## config.mk

```make
export PLATFORM = sky130hd
export DESIGN_NAME = axi_lite_master
export DESIGN_NICKNAME = d
export VERILOG_FILES = /design/src/rtl/axi_lite_master.sv
export SDC_FILE = /design/constraint.sdc
export NUM_CORES = 1
export LEC_CHECK = 0
export CORE_MARGIN = 10
export CORE_UTILIZATION = 39
export CTS_CLUSTER_DIAMETER = 200
export DETAILED_ROUTE_END_ITERATION = 6
export PLACE_DENSITY = 0.8
export REMOVE_ABC_BUFFERS = 1
export SETUP_SLACK_MARGIN = 0.2
export SYNTH_ARGS = -nofsm -noshare
export SYNTH_HDL_FRONTEND = slang
export SYNTH_SLANG_ARGS = --single-unit
```

## constraint.sdc

```tcl
create_clock -name A_CLK -period 1.9 [get_ports A_CLK]
set_input_delay 0.285 -clock A_CLK [delete_from_list [all_inputs] [get_ports A_CLK]]
set_output_delay 0.285 -clock A_CLK [all_outputs]
set_load 0.01 [all_outputs]
```

## src/rtl/axi_lite_master.sv

```systemverilog
// rtl/axi_lite_master.sv - single-outstanding AXI-Lite master bridging a local command/response port
module axi_lite_master #(
    parameter int ADDR_WIDTH = 32,
    parameter int DATA_WIDTH = 32
) (
    input  logic                    A_CLK,
    input  logic                    A_RESET_n,
    input  logic                    cmd_valid,
    output logic                    cmd_ready,
    input  logic                    cmd_write,
    input  logic [ADDR_WIDTH-1:0]   cmd_addr,
    input  logic [DATA_WIDTH-1:0]   cmd_wdata,
    input  logic [DATA_WIDTH/8-1:0] cmd_wstrb,
    output logic                    rsp_valid,
    input  logic                    rsp_ready,
    output logic [DATA_WIDTH-1:0]   rsp_rdata,
    output logic [1:0]              rsp_resp,
    output logic [ADDR_WIDTH-1:0]   AW_ADDR,
    output logic                    AW_VALID,
    input  logic                    AW_READY,
    output logic [DATA_WIDTH-1:0]   W_DATA,
    output logic [DATA_WIDTH/8-1:0] W_STRB,
    output logic                    W_VALID,
    input  logic                    W_READY,
    input  logic [1:0]              B_RESP,
    input  logic                    B_VALID,
    output logic                    B_READY,
    output logic [ADDR_WIDTH-1:0]   AR_ADDR,
    output logic                    AR_VALID,
    input  logic                    AR_READY,
    input  logic [DATA_WIDTH-1:0]   R_DATA,
    input  logic [1:0]              R_RESP,
    input  logic                    R_VALID,
    output logic                    R_READY
);
    localparam int STRB_WIDTH = DATA_WIDTH / 8;
    localparam logic [1:0] RESP_OKAY   = 2'b00;
    localparam logic [1:0] RESP_SLVERR = 2'b10;

    typedef enum logic [2:0] {IDLE, WR_REQ, WR_RESP, RD_REQ, RD_DATA, RESP} state_e;

    state_e                  state_q, state_d;
    logic [ADDR_WIDTH-1:0]   addr_q, addr_d;
    logic [DATA_WIDTH-1:0]   wdata_q, wdata_d;
    logic [STRB_WIDTH-1:0]   wstrb_q, wstrb_d;
    logic                    write_q, write_d;
    logic                    aw_valid_q, aw_valid_d;
    logic                    w_valid_q, w_valid_d;
    logic                    ar_valid_q, ar_valid_d;
    logic                    b_ready_q, b_ready_d;
    logic                    r_ready_q, r_ready_d;
    logic                    rsp_valid_q, rsp_valid_d;
    logic [DATA_WIDTH-1:0]   rsp_rdata_q, rsp_rdata_d;
    logic [1:0]              rsp_resp_q, rsp_resp_d;

    always_comb begin
        state_d     = state_q;
        addr_d      = addr_q;
        wdata_d     = wdata_q;
        wstrb_d     = wstrb_q;
        write_d     = write_q;
        aw_valid_d  = aw_valid_q;
        w_valid_d   = w_valid_q;
        ar_valid_d  = ar_valid_q;
        b_ready_d   = b_ready_q;
        r_ready_d   = r_ready_q;
        rsp_valid_d = rsp_valid_q;
        rsp_rdata_d = rsp_rdata_q;
        rsp_resp_d  = rsp_resp_q;
        case (state_q)
            IDLE: begin
                if (cmd_valid) begin
                    addr_d      = cmd_addr;
                    wdata_d     = cmd_wdata;
                    wstrb_d     = cmd_wstrb;
                    write_d     = cmd_write;
                    rsp_rdata_d = '0;
                    rsp_resp_d  = RESP_OKAY;
                    // Misaligned commands are answered locally without touching the bus
                    if (cmd_addr[1:0] != 2'b00) begin
                        rsp_resp_d  = RESP_SLVERR;
                        rsp_valid_d = 1'b1;
                        state_d     = RESP;
                    end else if (cmd_write) begin
                        aw_valid_d = 1'b1;
                        w_valid_d  = 1'b1;
                        state_d    = WR_REQ;
                    end else begin
                        ar_valid_d = 1'b1;
                        state_d    = RD_REQ;
                    end
                end
            end
            WR_REQ: begin
                if (AW_READY) aw_valid_d = 1'b0;
                if (W_READY)  w_valid_d  = 1'b0;
                if (!aw_valid_d && !w_valid_d) begin
                    b_ready_d = 1'b1;
                    state_d   = WR_RESP;
                end
            end
            WR_RESP: begin
                if (B_VALID) begin
                    b_ready_d   = 1'b0;
                    rsp_resp_d  = B_RESP;
                    rsp_valid_d = 1'b1;
                    state_d     = RESP;
                end
            end
            RD_REQ: begin
                if (AR_READY) begin
                    ar_valid_d = 1'b0;
                    r_ready_d  = 1'b1;
                    state_d    = RD_DATA;
                end
            end
            RD_DATA: begin
                if (R_VALID) begin
                    r_ready_d   = 1'b0;
                    rsp_rdata_d = write_q ? '0 : R_DATA;
                    rsp_resp_d  = R_RESP;
                    rsp_valid_d = 1'b1;
                    state_d     = RESP;
                end
            end
            RESP: begin
                if (rsp_ready) begin
                    rsp_valid_d = 1'b0;
                    state_d     = IDLE;
                end
            end
            default: state_d = IDLE;
        endcase
    end

    always_ff @(posedge A_CLK or negedge A_RESET_n) begin
        if (!A_RESET_n) begin
            state_q     <= IDLE;
            addr_q      <= '0;
            wdata_q     <= '0;
            wstrb_q     <= '0;
            write_q     <= 1'b0;
            aw_valid_q  <= 1'b0;
            w_valid_q   <= 1'b0;
            ar_valid_q  <= 1'b0;
            b_ready_q   <= 1'b0;
            r_ready_q   <= 1'b0;
            rsp_valid_q <= 1'b0;
            rsp_rdata_q <= '0;
            rsp_resp_q  <= 2'b00;
        end else begin
            state_q     <= state_d;
            addr_q      <= addr_d;
            wdata_q     <= wdata_d;
            wstrb_q     <= wstrb_d;
            write_q     <= write_d;
            aw_valid_q  <= aw_valid_d;
            w_valid_q   <= w_valid_d;
            ar_valid_q  <= ar_valid_d;
            b_ready_q   <= b_ready_d;
            r_ready_q   <= r_ready_d;
            rsp_valid_q <= rsp_valid_d;
            rsp_rdata_q <= rsp_rdata_d;
            rsp_resp_q  <= rsp_resp_d;
        end
    end

    assign cmd_ready = (state_q == IDLE);
    assign rsp_valid = rsp_valid_q;
    assign rsp_rdata = rsp_rdata_q;
    assign rsp_resp  = rsp_resp_q;
    assign AW_ADDR   = addr_q;
    assign AW_VALID  = aw_valid_q;
    assign W_DATA    = wdata_q;
    assign W_STRB    = wstrb_q;
    assign W_VALID   = w_valid_q;
    assign B_READY   = b_ready_q;
    assign AR_ADDR   = addr_q;
    assign AR_VALID  = ar_valid_q;
    assign R_READY   = r_ready_q;

endmodule

```

# Word level (Yosys, flattened, before mapping)
# Index checks and enable logic that the tools add are counted.
# Widths: inputs -> output; s select.
word_totals:
  register_bits: 112
  wordCells: 93
  input_bits: 114
  out_inout_bits: 141
classes:
  eq_ne: 15
  mux: 44
  reduce_logical: 21
ops:
  columns: ["op", "n"]
  rows:
  - ["$mux 32", 3]
  - ["$pmux 32 s2", 1]
  - ["$mux 3", 7]
  - ["$mux 1", 20]
  - ["$pmux 3 s6", 1]
  - ["$ne 2x2->1 const B", 8]
  - ["$reduce_and 6->1", 2]
  - ["$reduce_bool 2->1", 6]
  - ["$mux 2", 5]
  - ["$pmux 1 s2", 5]
  - ["$reduce_and 3->1", 3]
  - ["$reduce_and 4->1", 2]
  - ["$eq 3x2->1 const B", 2]
  - ["$eq 3x3->1 const B", 2]
  - ["$pmux 2 s3", 1]
  - ["$reduce_and 5->1", 1]
  - ["$ne 2x1->1 const B", 2]
  - ["$pmux 1 s4", 1]
  - ["$reduce_bool 4->1", 1]
  - ["$eq 3x1->1 const B", 1]
  - ["$logic_not 3->1", 1]
  - ["$reduce_bool 3->1", 1]
  - ["$logic_not 1->1", 2]
  - ["$reduce_and 2->1", 1]
  - ["$logic_and 1x1->1", 1]

# Depth between registers and ports, before layout
depth:
  ltp_word: 6
  depth_mapped: 7
  mapped_depth_nobuf: 4

# Worst setup path after synthesis
# OpenSTA, ideal clock, no wires.
synth_path:
  kind: "register to register"
  start: "register state_q[2]"
  end: "register addr_q[0], in the netlist AR_ADDR[0]"
  path_slack_ns: 0.318
  path_buffers: 2
  synth_period_minus_slack_ns: 1.582
  required_ns: 1.773
  arrival_time_ns: 1.455
  path_stages_with_launch: 6
  cell_sequence: "dfrtp_1 nor3_2 and2_1 buf_8 buf_6 mux2_1"
synth_via:
  elab_chain_cells: 2
synth_rtl:
  columns: ["item", "line", "text"]
  rows:
  - ["from (decl)", "42", "state_e state_q, state_d;"]
  - ["from (signal assigned)", "152", "state_q <= state_d;"]
  - ["$logic_not 3->1", null, null]
  - ["named net cmd_ready", "9", "output logic cmd_ready,"]
  - ["$reduce_and 2->1 (no line)", null, null]
  - ["to (signal assigned)", "153", "addr_q <= addr_d;"]
  - ["to (decl)", "43", "logic [ADDR_WIDTH-1:0] addr_q, addr_d;"]
# The timed path passes the listed nets, and every way through them passes these cells.
# A chain may end at the register's enable or synchronous reset.

# Worst setup path after layout
layout_path:
  start: "register rsp_valid_q, in the netlist rsp_valid"
  end: "output rsp_valid"
layout_rtl:
  columns: ["item", "line", "text"]
  rows:
  - ["from (decl)", "52", "logic rsp_valid_q, rsp_valid_d;"]
  - ["from (signal assigned)", "162", "rsp_valid_q <= rsp_valid_d;"]
  - ["to (decl)", "14", "output logic rsp_valid,"]
# No word-level cell between the ends.

==> reports/results.ini <==
[synth]
async_flop_share_pct=100
synthCells=394
synth.mux.area_fraction_pct=17.2
synth_area_per_cell_um2=12.1
yosysMostFrequentCell=dfrtp_1
synth_compound_area_share_pct=3.15
synthXorXnorAreaFrac_pct=0
synth.top_cell.area_share_pct=58.7
synth_top_family_by_area=multiplexers
synth_cell_types=35
netlist_top_cells_area=dfrtp_1 59%, mux2_1 16%, nand2_1 5.8%, buf_4 5.0%, nand3_1 3.7%
ys_seq_elements=112
synthAdderAreaFrac_pct=0
ys_seq_area_share_pct=58.7
yosys.area.top_type=dfrtp_1
synth_edf_count=0
synth_ff_type=dfrtp_1
yosysWarnings=0
synthSimpleGateAreaFrac_pct=12.3
netlist_top_cells_count=112 x dfrtp_1, 74 x nand2_1, 68 x mux2_1, 35 x nand3_1, 32 x buf_4
synth_area_mm2=0.00477

[worst_setup_path]
path_delay_family=buffers and inverters
worstRegToRegCells=4
criticalPathCategory=reg -> out
end_kind=primary output
cp-start-kind=register
critPathMaxStageDelay_ns=0.59
cp.depth=1
crit_buf_inv=1
rrSetupSlack_ns=0.28
reg2reg_from=state_q[2]$_DFFE_PN0P_
rr_endpoint=W_DATA[24]$_DFFE_PN0P_
cp_max_fo=5
cp_data_required_time_ns=1.62
slowest_stage=clkdlybuf4s50_1
worstPathArrival_ns=1.35
path_cells=clkdlybuf4s50_1

[timing]
finalHoldViolCount=0
min_period_over_period_pct=85.9
finalSetupViolations=0
max-slew-margin-rel_pct=66.5
skew_ns=0.00883
whs_ns=0.460
fmax_ghz=0.613
rsz0062_at_grt=false
drv_slew=0
fin_crit_ns=1.63
worst_slew_pin_slew_ns=0.503

[clock_tree]
ctsHtreeMaxLevel=3
cts_root_buf=clkbuf_16
clk_latency_ns=0.34
cts_tree=yes
clock-sinks=112
clock_tree.buffer_depth=2
clk_pin_slew_ns=0.07
cts_buffers=9

[global_routing]
grt_max_degree=56
grt_pass1_wl_um=22800
grt_use_total_pct=16.9
first_global_vias=4037
antenna_found_initial=0
grt_overflow_total=0

[drt]
drt_iter0_drc=205
ant_nets=0
wl_um=14900
vias=3766
wl_per_cell_um=19.3
vias_per_cell=4.88
drt_pre_antenna_iters=4
drc=0

[floorplanning]
die_y_um=131
row_count=40
io_pins=255
start_util_pct=39.7
die_w_um=131
core_mm2=0.0120
die_area_mm2=0.0171

[final_layout]
nets=733
area_delta_synth_final_pct=58.7
num_antenna_cells=0
final_cells=771
fin_util_pct=63.0
drive_gt1_share_pct=6.09

[min_path]
hold_class=in -> async

[placed_design]
dp_cells=754
port-buffer-count=254
hpwl_um=12000
place_congestion=0.814

[pwr]
p_leak_nw=3.29
powerDensity_mw_per_mm2=1630
peakVddDrop_mv=0.730

[job]
drv_cap=0

[outcome]
status=complete, no violations

-- area by class of cell --
type | count | area (um2)
Tap cell | 147 | 184
Timing Repair Buffer | 268 | 2730
Sequential cell | 112 | 2800
Clock buffer | 11 | 243
Clock inverter | 5 | 31.3
Multi-Input combinational cell | 225 | 1570
Inverter | 3 | 11.3
Fill cell | 937 | 4440
-- power breakdown --
part / internal (W) / total [W] / switching (W)
registers: 0.00352 / 0.00422 / 0.000702
clock network: 0.000925 / 0.00176 / 0.000839
logic: 0.00364 / 0.00634 / 0.00270
total: 0.00809 / 0.0123 / 0.00424
-- placed cells by master (no fill, tap or decap), types with 2 or more instances in the layout --
master and count:
clkdlybuf4s50_1 252, dfrtp_1 112, nand2_1 74, mux2_1 68, nand3_1 35, clkbuf_16 9, buf_4 7, buf_12 7
nor2_1 5, o21ai_0 5, a21oi_1 4, mux2_2 3, nor3_1 3, inv_1 3, clkinv_2 3, nand2b_1 2
nor2b_1 2, mux2i_1 2, a32o_1 2, a31oi_1 2, nor3b_1 2
-- metal layers --
layer | global-route usage [%] | vias up | share of wire [%]
met5 | 0 | - | 0
met4 | 3.73 | 0 | 0.40
met3 | 7.78 | 7 | 12
met2 | 29.1 | 170 | 50
met1 | 18.9 | 1844 | 37
li1 | - | 1745 | -
-- through the flow --
stage | power (W) | cell area [um2] | worst slack (ns) | setup TNS (ns)
2_1_floorplan | 0.00648 | 4370 | -1.35 | -94.06
3_5_place_dp | 0.0107 | 7290 | 0.0455 | 0
5_1_grt | 0.0131 | 7570 | 0.205 | 0
3_3_place_gp | 0.0105 | 7290 | 0.0861 | 0
4_1_cts | 0.0125 | 7570 | 0.257 | 0
6_report | 0.0123 | 7570 | 0.268 | 0
-- registers in the layout, summed over array words and instances (netlist names) --
register	flops
B_READY	1
rsp_resp	2
W_DATA	32
rsp_valid	1
write_q	1
R_READY	1
rsp_rdata	32
W_STRB	4
W_VALID	1
AR_VALID	1
AR_ADDR	32
state_q	3
AW_VALID	1
-- cells by family (layout without fill, tap and decap cells) --
| kind of cell | Yosys count | in the layout |
|---|---|---|
| and+or+nand+nor | 131 | 131 |
| DFF | 112 | 112 |
| AOI/OAI and AO/OA | 21 | 21 |
| buffers and inverters | 57 | 287 |
| muxes | 73 | 73 |
-- timing repair --
action                                 4_1_cts  5_1_grt
hold buffers                                 1        0
setup buffers                                0        0
endpoints found under the hold margin       35        0
gates resized for setup                      1        1
setup endpoints to repair                    1        1
-- worst max-delay path by stage --
stage / from / endpoint
3_5_place_dp: cmd_valid / W_DATA[24]$_DFFE_PN0P_
3_3_place_gp: cmd_valid / AR_ADDR[20]$_DFFE_PN0P_
2_1_floorplan: state_q[0]$_DFFE_PN0P_ / AR_ADDR[12]$_DFFE_PN0P_
4_1_cts: state_q[2]$_DFFE_PN0P_ / cmd_ready
5_1_grt: rsp_valid$_DFFE_PN0P_ / rsp_valid
6_report: rsp_valid$_DFFE_PN0P_ / rsp_valid
No activity file was read; power rests on OpenSTA's default activity.
